==> src/rtl/mem_port_arbiter.sv <==
// mem_port_arbiter
//   Shares one single-ported RAM between an instruction-fetch port and a
//   data (LDR/STR) port.
//   - At most one access is granted per cycle.
//   - Data has priority over fetch.
//   - After three consecutive data grants while fetch waits, fetch wins once.
//   - Read data arrives one cycle after the grant. Each response is tagged
//     by a small FSM, so a new access can be granted in every cycle.
//
// Ports
//   clk, rst                      clock, synchronous active-high reset
//   if_req/if_addr                fetch request and byte address
//   if_gnt                        fetch granted this cycle (combinational)
//   if_valid/if_rdata             fetch response (one cycle after grant)
//   d_req/d_we/d_addr/d_wdata     data request (d_we=1: store)
//   d_gnt                         data granted this cycle (combinational)
//   d_valid/d_rdata               data response (read data, or 0 for store ack)
//   sel_stall                     some pending request was not granted
//   mem_addr/mem_w_en/mem_wdata   RAM word address, write enable, write data
//   mem_rdata                     RAM read data, valid one cycle after address
module mem_port_arbiter (
  input  logic        clk,
  input  logic        rst,
  input  logic        if_req,
  input  logic [31:0] if_addr,
  output logic        if_gnt,
  output logic        if_valid,
  output logic [31:0] if_rdata,
  input  logic        d_req,
  input  logic        d_we,
  input  logic [31:0] d_addr,
  input  logic [31:0] d_wdata,
  output logic        d_gnt,
  output logic        d_valid,
  output logic [31:0] d_rdata,
  output logic        sel_stall,
  output logic [9:0]  mem_addr,
  output logic        mem_w_en,
  output logic [31:0] mem_wdata,
  input  logic [31:0] mem_rdata
);

  localparam logic [1:0] IDLE    = 2'd0;
  localparam logic [1:0] IF_RESP = 2'd1;
  localparam logic [1:0] D_RESP  = 2'd2;

  logic [1:0] state;
  logic [1:0] d_streak;
  logic       wr_q;     // the access behind the D_RESP response is a store

  // Fetch preempts data only once data has won three times in a row while
  // fetch was waiting. Grants are forced low during reset, which also keeps
  // any access requested in a reset cycle from producing a response.
  logic fetch_turn;
  assign fetch_turn = if_req && (d_streak == 2'd3);
  assign d_gnt      = !rst && d_req && !fetch_turn;
  assign if_gnt     = !rst && if_req && !(d_req && !fetch_turn);
  assign sel_stall  = (if_req && !if_gnt) || (d_req && !d_gnt);

  assign mem_addr  = d_gnt ? d_addr[11:2] : (if_gnt ? if_addr[11:2] : 10'd0);
  assign mem_w_en  = d_gnt && d_we;
  assign mem_wdata = d_gnt ? d_wdata : 32'd0;

  // Byte-offset and upper address bits are intentionally ignored.
  logic unused_addr_bits;
  assign unused_addr_bits = ^{if_addr[31:12], if_addr[1:0],
                              d_addr[31:12], d_addr[1:0]};

  always_ff @(posedge clk) begin
    if (rst) begin
      d_streak <= 2'd0;
    end else if (if_gnt || !if_req) begin
      d_streak <= 2'd0;
    end else if (d_gnt && d_streak != 2'd3) begin
      d_streak <= d_streak + 2'd1;
    end
  end

  // The response state is taken only from this cycle's grant. A response
  // being delivered therefore never blocks the next grant.
  always_ff @(posedge clk) begin
    if (rst) begin
      state <= IDLE;
      wr_q  <= 1'b0;
    end else begin
      wr_q <= d_gnt && d_we;
      if (if_gnt)     state <= IF_RESP;
      else if (d_gnt) state <= D_RESP;
      else            state <= IDLE;
    end
  end

  assign if_valid = (state == IF_RESP);
  assign if_rdata = if_valid ? mem_rdata : 32'd0;
  assign d_valid  = (state == D_RESP);
  assign d_rdata  = (d_valid && !wr_q) ? mem_rdata : 32'd0;

endmodule

==> config.mk <==
export PLATFORM = sky130hd
export DESIGN_NAME = mem_port_arbiter
export DESIGN_NICKNAME = d
export VERILOG_FILES = /design/src/rtl/mem_port_arbiter.sv
export SDC_FILE = /design/constraint.sdc
export NUM_CORES = 1
export LEC_CHECK = 0
export CORE_AREA = 5 5 92 94
export DETAILED_ROUTE_END_ITERATION = 6
export DIE_AREA = 0 0 97 99
export GPL_ROUTABILITY_DRIVEN = 0
export GPL_TIMING_DRIVEN = 0
export PLACE_DENSITY = 0.8
export SLEW_MARGIN = 10
export SYNTH_ARGS = -nofsm -noshare
export SYNTH_HDL_FRONTEND = slang
export SYNTH_SLANG_ARGS = --single-unit
==> constraint.sdc <==
create_clock -name clk -period 1.3 [get_ports clk]
set_input_delay 0.13 -clock clk [delete_from_list [all_inputs] [get_ports clk]]
set_output_delay 0.13 -clock clk [all_outputs]
set_load 0.05 [all_outputs]
==> flow_summary.ini, run 1 <==
[sta]
clock.fmax_mhz = 601
rsz0062_at_grt = yes
slew_violations = 0
post-route-period-util_pct = 128
setup_tns_ns = -27.36
skew_ns = 0.00196
max_slew_margin_pct = 74.3
min_period_ns = 1.66
fin_worst_hold_slack_ns = 0.398
hold_viol = 0
timing.final.ws_setup_ns = -0.364
setup_viol = 110
worst_slew_pin_slew_ns = 0.384

[placed_design]
placedCellCount = 454
portBuffers = 199
dp_hpwl_mm = 5.61

[die]
io_pins = 245
coreArea_mm2 = 0.00757
dieArea_mm2 = 0.00960
dieWidth_um = 97
die_y_um = 99
rows = 32
initial_core_util_pct = 13.7

[global_route]
use_met2_pct = 29.6
grt_max_degree = 11
grt_use_met3_pct = 6.51
globalRouteTotalUtil_pct = 15.8
grt_antenna_before_repair = 0
grt_pass1_vias = 2223
grt-ovfl-total = 0
grt_pass1_wl_mm = 12.2
grt-busiest-layer = met2
grt_util_met1_pct = 15.6

[worst_setup_path]
cp_num_cells = 6
r2r_start = d_streak[0]$_SDFFE_PP0P_
critPathMaxFanout = 10
required_ns = 1.17
cp_cell_sequence = ha_4, nand2b_4, buf_12, a32oi_2, nor2_4, buf_6
worstSetupEndpointType = output port
cp_slowest_stage_delay_ns = 0.32
critPathTopFamily = flip-flops
cp.buffers_inverters = 2
endpoint = mem_addr[5]
cp_slowest_cell = dfxtp_2
path_class = flop to output port
reg2reg_depth = 4
r2r_slack_ns = 0.09
cp.arrival_ns = 1.53
crit_start = d_streak[0]$_SDFFE_PP0P_
crit_path_start_kind = flop
r2r_end = d_streak[1]$_SDFFE_PP0P_

[logic_synthesis]
yosysSeqAreaShare_pct = 9.65
avgSynthCellArea_um2 = 6.78
synth_commonest_cells = and2_1 (98), nor2_1 (14), a32oi_1 (10), dfxtp_1 (5), clkbuf_1 (4)
synth_top_area_cell = and2_1
synthTopCellsByArea = and2_1 (59%), dfxtp_1 (9.7%), a32oi_1 (8.4%)
ys_types = 21
ys_async_sr_fraction_pct = 0
syn-cell-area_mm2 = 0.00104
synth.most_common_cell = and2_1
synth-edff-count = 0
syn_nets = 287
ys.flop_type = dfxtp_1
synth_cells = 153
yosysWarnings = 0
synth_top_area_share_pct = 59.1
ys_ff_latch = 5

[layout]
utilization_pct = 61.3
fillCellCount = 570
drive_above_1_share_pct = 74.3
syn_to_final_growth_pct = 347
multiInputGateArea_mm2 = 0.00138
n_antenna_cell = 0
final_cells = 484
nNetsFinal = 517
seq_area_um2 = 105

[clock_network]
htreeDepth = 1
cts_buffer_depth = 2
cts_tree = done
cts_made_buffers = 3
worstSkewPairLatency_ns = 0.22
cts.sinks = 5
path_clk_slew_ns = 0.04
cts_root_buf = clkbuf_8

[power_and_ir_drop]
peakVddDrop_mv = 0.502
power_leakage_nw = 2.01
p_per_area_mw_per_mm2 = 460
finalPower_mw = 2.13

[drt]
dr.pass1.iters = 4
avgViaCountPerCell = 4.14
wl_per_cell_um = 16.9
remaining_drc_errors = 0
drtIter0Drc = 38
antenna_left = 0
vias = 2003
routed_wl_mm = 8.19

[hold_path]
min_path_type = input pin to flop

[flow_run]
max_cap_violations = 0

[outcome]
run_status = complete, but fails checks
violations = negative setup slack
==> report_power, final <==
part	internal (mW)	switching, mW
logic	0.852	0.827
clock network	0.211	0.0787
registers	0.161	0.00423
total	1.22	0.909
==> layer usage <==
metal / share of wire, % / routed length (um)
met3: 11 / 860
met2: 53 / 4340
met1: 35 / 2850
met5: 0 / 0
met4: 1.6 / 131
==> final cells by class <==
class	instances	share of cell area (%)
repair buffers	226	61.4
multi-input cells	135	29.7
plain buffers	11	2.91
well taps	102	2.75
flip-flops and latches	5	2.27
clock buffers	4	0.971
inverters	1	0.0809
==> worst register-to-register path, stage by stage, from the launching register on <==
cell and delay, ns:
dfxtp_2 0.32, ha_4 0.20, buf_4 0.14, or3b_1 0.39, nor2_1 0.09
==> placed cells by master, fill, tap and decap left out, types with 2 or more instances in the layout <==
master           count
buf_2                2
buf_6               22
clkbuf_8             3
clkbuf_16            2
a21boi_4             2
a32oi_2              5
nor2b_4              2
buf_4                8
clkdlybuf4s50_1     85
and2_2               5
nand2b_4             2
dlygate4sd2_1        2
nor2_1               3
dfxtp_2              4
buf_12               4
a32oi_4              5
buf_8              110
nor2_4              11
and2_4              92
==> state kept, by name, indices dropped and copies added, names as in the netlist <==
register / cells
d_streak: 2
state: 2
wr_q: 1
==> how the worst min path moves through the flow <==
| stage | from | endpoint | slack (ns) | cells past startpoint |
|---|---|---|---|---|
| 2_1_floorplan | rst | state[0]$_SDFF_PP0_ | 0.20 | 1 |
| 3_3_place_gp | d_streak[0]$_SDFFE_PP0P_ | d_streak[0]$_SDFFE_PP0P_ | 0.41 | 1 |
| 3_5_place_dp | d_streak[0]$_SDFFE_PP0P_ | d_streak[0]$_SDFFE_PP0P_ | 0.42 | 1 |
| 4_1_cts | rst | state[0]$_SDFF_PP0_ | 0.36 | 2 |
| 5_1_grt | rst | state[0]$_SDFF_PP0_ | 0.41 | 2 |
| 6_report | rst | state[0]$_SDFF_PP0_ | 0.40 | 2 |
==> through the flow <==
stage               setup slack [ns]  instance area (um2)
CTS                           -0.354                 4380
global placement               -1.26                 3480
finish                        -0.364                 4640
floorplan                     -0.101                 1360
global route                  -0.407                 4640
detailed placement             -1.27                 3480
==> cells by family after synthesis <==
family	synth area share (%)
flip-flops	9.65
AO/OA/AOI/OAI	11.6
buffers and inverters	7.84
AND/OR/NAND/NOR	68.8
adder cells (fa/ha/maj)	2.17
==> timing repair <==
item / 4_1_cts / 5_1_grt
hold buffers: 0 / 0
pin swaps: 37 / 26
setup buffers: 8 / 11
resized for setup: 937 / 53
cloned: 8 / 3
setup endpoints to repair: 112 / 110
No activity file was read; power rests on OpenSTA's default activity.
==> run 2, diff against run 1 <==
--- a/config.mk
+++ b/config.mk
@@ -5,12 +5,12 @@
 export SDC_FILE = /design/constraint.sdc
 export NUM_CORES = 1
 export LEC_CHECK = 0
-export CORE_AREA = 5 5 92 94
+export CORE_MARGIN = 10
+export CORE_UTILIZATION = 15
 export DETAILED_ROUTE_END_ITERATION = 6
-export DIE_AREA = 0 0 97 99
 export GPL_ROUTABILITY_DRIVEN = 0
 export GPL_TIMING_DRIVEN = 0
-export PLACE_DENSITY = 0.8
+export PLACE_DENSITY = 0.85
 export SLEW_MARGIN = 10
 export SYNTH_ARGS = -nofsm -noshare
 export SYNTH_HDL_FRONTEND = slang
==> flow_summary.ini, run 2 (synthesis gave the netlist of run 1 again) <==
[sta]
fin_worst_hold_slack_ns = 0.357
skew_ns = 0.00146
post-route-period-util_pct = 135
slew_violations = 0
rsz0062_at_grt = yes
hold_viol = 0
setup_tns_ns = -28.14
setup_viol = 110
worst_slew_pin_slew_ns = 0.403
min_period_ns = 1.75
max_slew_margin_pct = 73.1
clock.fmax_mhz = 570
timing.final.ws_setup_ns = -0.454

[clock_network]
cts_root_buf = clkbuf_8
cts_made_buffers = 3
path_clk_slew_ns = 0.03
worstSkewPairLatency_ns = 0.22
cts_buffer_depth = 2
cts_tree = done
cts.sinks = 5
htreeDepth = 1

[die]
dieWidth_um = 103
initial_core_util_pct = 15.4
io_pins = 245
rows = 30
dieArea_mm2 = 0.0106
die_y_um = 103
coreArea_mm2 = 0.00676

[outcome]
run_status = complete, but fails checks
violations = negative setup slack

[placed_design]
portBuffers = 199
place_area_mm2 = 0.00345
dp_hpwl_mm = 6.72

[layout]
stdcell_area_mm2 = 0.00476
nNetsFinal = 532
largest_registers = d_streak: 2 flops, state: 2 flops, wr_q: 1 flops
syn_to_final_growth_pct = 359
final_cell_mix = buf_8 (112), and2_4 (92), clkdlybuf4s50_1 (85)
utilization_pct = 70.5
n_antenna_cell = 0
final_common_cell = buf_8
drive_above_1_share_pct = 75.8

[drt]
dr.pass1.iters = 4
routed_wl_mm = 9.26
antenna_left = 0
drtIter0Drc = 13
wl_per_cell_um = 19.4
vias = 2015
avgViaCountPerCell = 4.22
remaining_drc_errors = 0

[flow_run]
max_cap_violations = 0

[worst_setup_path]
crit_path_start_kind = flop
path_class = flop to output port
critPathMaxFanout = 5
worstSetupEndpointType = output port
required_ns = 1.17
r2r_start = d_streak[0]$_SDFFE_PP0P_
r2r_slack_ns = 0.03
cp.arrival_ns = 1.62
r2r_end = d_streak[0]$_SDFFE_PP0P_
reg2reg_depth = 5

[hold_path]
hold_path.startpoint = rst
min_to = state[0]$_SDFF_PP0_
worstHoldPathCells = 2
min_path_type = input pin to flop

[global_route]
globalRouteTotalUtil_pct = 15.0
grt_max_degree = 11
grt_pass1_wl_mm = 12.3
grt_pass1_vias = 2122
grt_antenna_before_repair = 0
grt-ovfl-total = 0

[power_and_ir_drop]
finalPower_mw = 2.19
peakVddDrop_mv = 0.463
power_leakage_nw = 2.10
p_per_area_mw_per_mm2 = 460
[run 2: worst max-delay path by stage]
stage / depth (start not counted) / from / endpoint / slack (ns)
floorplan: 4 / state[1]$_SDFF_PP0_ / d_rdata[0] / -0.10
global placement: 4 / rst / if_gnt / -1.28
detailed placement: 4 / rst / mem_addr[2] / -1.27
CTS: 6 / d_streak[0]$_SDFFE_PP0P_ / mem_addr[2] / -0.55
global route: 7 / d_streak[0]$_SDFFE_PP0P_ / mem_addr[1] / -0.51
finish: 7 / d_streak[0]$_SDFFE_PP0P_ / mem_addr[1] / -0.45
[run 2: layout make-up]
type / instances / area, um2
timing repair buffer: 241 / 3000
fill: 465 / 2000
multi-input combinational: 135 / 1380
buffer: 11 / 126
sequential: 5 / 105
tap: 80 / 100
clock buffer: 4 / 45.0
inverter: 1 / 3.75
[run 2: timing repair]
item                                   in CTS  in global routing
endpoints found under the hold margin       0                  0
pin swaps                                  41                 30
cloned                                      7                  3
gates resized for setup                   900                107
setup endpoints to repair                 112                113
setup buffers                              20                 15
hold buffers                                0                  0
[run 2: metrics by stage]
stage	cells	setup slack, ns
final	477	-0.454
after global placement	432	-1.28
after floorplan	153	-0.101
after detailed placement	432	-1.27
after CTS	463	-0.550
after global routing	477	-0.507
[run 2: report_power, final]
group	switching [mW]	total, mW	internal, mW
registers	0.00455	0.166	0.161
clock network	0.0772	0.288	0.211
logic	0.842	1.74	0.896
total	0.924	2.19	1.27
[run 2: worst max-delay path, stage by stage (launching register included)]
cell and delay, ns:
dfxtp_2 0.32, ha_4 0.18, nand2b_4 0.17, buf_8 0.15, buf_4 0.13, a32oi_2 0.24, nor2_4 0.06, buf_8 0.16
[run 2: metal layers]
metal  global-route usage [%]  vias to the layer above  part of all wire (%)
met5                        0                        -                     0
met4                     2.35                        0                  0.58
met3                     4.42                        6                   7.9
met2                     30.6                      101                    57
met1                     14.4                      928                    34
li1                         -                      980                     -
==> run 3, diff against run 2 <==
--- a/config.mk
+++ b/config.mk
@@ -10,6 +10,7 @@
 export DETAILED_ROUTE_END_ITERATION = 6
 export GPL_ROUTABILITY_DRIVEN = 0
 export GPL_TIMING_DRIVEN = 0
+export MAX_ROUTING_LAYER = met4
 export PLACE_DENSITY = 0.85
 export SLEW_MARGIN = 10
 export SYNTH_ARGS = -nofsm -noshare
==> flow_summary.ini, run 3 (synthesis gave the netlist of run 1 again) <==
[placed_design]
portBuffers = 199
dp_hpwl_mm = 6.72
dp_slack_ns = -1.27

[sta]
slew_violations = 0
hold_viol = 0
skew_ns = 0.00147
min_period_ns = 1.76
rsz0062_at_grt = yes
worst_slew_pin_slew_ns = 0.407
setup_viol = 110
clock.fmax_mhz = 569
max_slew_margin_pct = 72.9
post-route-period-util_pct = 135
timing.final.ws_setup_ns = -0.457

[die]
rows = 30
dieWidth_um = 103
die_y_um = 103
dieArea_mm2 = 0.0106
io_pins = 245
coreArea_mm2 = 0.00676
initial_core_util_pct = 15.4

[worst_setup_path]
cp_slowest_cell = dfxtp_2
worstSetupEndpointType = output port
cp.arrival_ns = 1.63
cp_slowest_stage_delay_ns = 0.32
cp_cell_sequence = ha_4, nand2b_4, buf_8, buf_4, a32oi_2, nor2_4, buf_8
cp_common_cell = buf_8
critPathTopFamily = buffers and inverters
crit_path_start_kind = flop
required_ns = 1.17
r2r_slack_ns = 0.03
cp.buffers_inverters = 3
critPathMaxFanout = 5
path_class = flop to output port

[power_and_ir_drop]
internal-power_mw = 1.26
switching_share_pct = 42.3
p_per_area_mw_per_mm2 = 461
power_leakage_nw = 2.09
finalPower_mw = 2.18
clkPwrFrac_pct = 13.2
p_sw_mw = 0.923
peakVddDrop_mv = 0.463
pwr-share-seq_pct = 7.6
combPwrFrac_pct = 79.2

[layout]
nNetsFinal = 531
syn_to_final_growth_pct = 357
drive_above_1_share_pct = 75.8
final_common_cell = buf_8
final_cell_mix = buf_8 (112), and2_4 (92), clkdlybuf4s50_1 (85)
largest_registers = d_streak: 2 flops, state: 2 flops, wr_q: 1 flops
n_antenna_cell = 0

[clock_network]
hold_buffers = 0
cts_buffer_depth = 2
htreeDepth = 1
cts_root_buf = clkbuf_8
worstSkewPairLatency_ns = 0.22
cts_tree = done
path_clk_slew_ns = 0.03
cts.sinks = 5
cts_made_buffers = 3

[global_route]
grt_pass1_vias = 2127
use_met2_pct = 30.6
grt_antenna_before_repair = 0
grt_use_met3_pct = 3.62
grt_max_degree = 11
grt_pass1_wl_mm = 12.2
grt-ovfl-total = 0
globalRouteTotalUtil_pct = 15.4
grt-busiest-layer = met2
grt_util_met1_pct = 14.9

[drt]
dr.pass1.iters = 4
routed_wl_mm = 9.24
antenna_left = 0
vias = 2021
drtIter0Drc = 19
remaining_drc_errors = 0
avgViaCountPerCell = 4.25
wl_per_cell_um = 19.4

[outcome]
run_status = complete, but fails checks
violations = negative setup slack

[hold_path]
min_path_type = input pin to flop

[flow_run]
max_cap_violations = 0
## run 3: worst reg2reg max path, delay by kind of cell (launching register included)
kind	cells	cell delay, ns
AND/OR/NAND/NOR	2	0.47
flip-flops	1	0.32
buffers and inverters	2	0.22
adder cells (fa/ha/maj)	1	0.18
## run 3: area by class of cell
| class | instances | area (um2) |
|---|---|---|
| timing repair buffer | 240 | 2980 |
| fill | 467 | 2020 |
| multi-input combinational | 135 | 1380 |
| buffer | 11 | 126 |
| sequential | 5 | 105 |
| tap | 80 | 100 |
| clock buffer | 4 | 45.0 |
| inverter | 1 | 3.75 |
## run 3: power groups by stage
stage          Sequential [mW]  Combinational [mW]  Clock [mW]
2_1_floorplan            0.166               0.738           0
3_3_place_gp             0.166                1.29           0
3_5_place_dp             0.166                1.31           0
4_1_cts                  0.166                1.59       0.294
5_1_grt                  0.166                1.79       0.314
6_report                 0.166                1.73       0.288
## run 3: worst paths after layout
path	from	to	cells past startpoint
worst max-delay path	d_streak[0]$_SDFFE_PP0P_	mem_addr[1]	7
worst min register to register	d_streak[0]$_SDFFE_PP0P_	d_streak[0]$_SDFFE_PP0P_	2
worst max register to register	d_streak[0]$_SDFFE_PP0P_	d_streak[0]$_SDFFE_PP0P_	5
worst min-delay path	rst	state[0]$_SDFF_PP0_	2
## run 3: per-layer routing
metal	share of wire, %	up-vias
met3	7.3	6
met5	0	-
li1	-	980
met2	57	101
met4	0.70	0
met1	35	934
## run 3: stage by stage
step                instances  area, um2  TNS (ns)  hold WS (ns)  utilization, %
floorplan                 153       1360     -3.03         0.202               -
global placement          432       3450   -104.33         0.412            51.0
detailed placement        432       3450   -104.91         0.420            51.0
CTS                       463       4320    -31.40         0.348            64.0
global route              476       4740    -35.22         0.369            70.2
finish                    476       4740    -28.60         0.358            70.2
## run 3: what timing repair did
| action | in CTS | in global routing |
|---|---|---|
| buffers inserted | 20 | 14 |
| pin swaps | 41 | 27 |
| setup endpoints to repair | 112 | 113 |
| gates resized for setup | 900 | 107 |
| gates cloned | 7 | 3 |
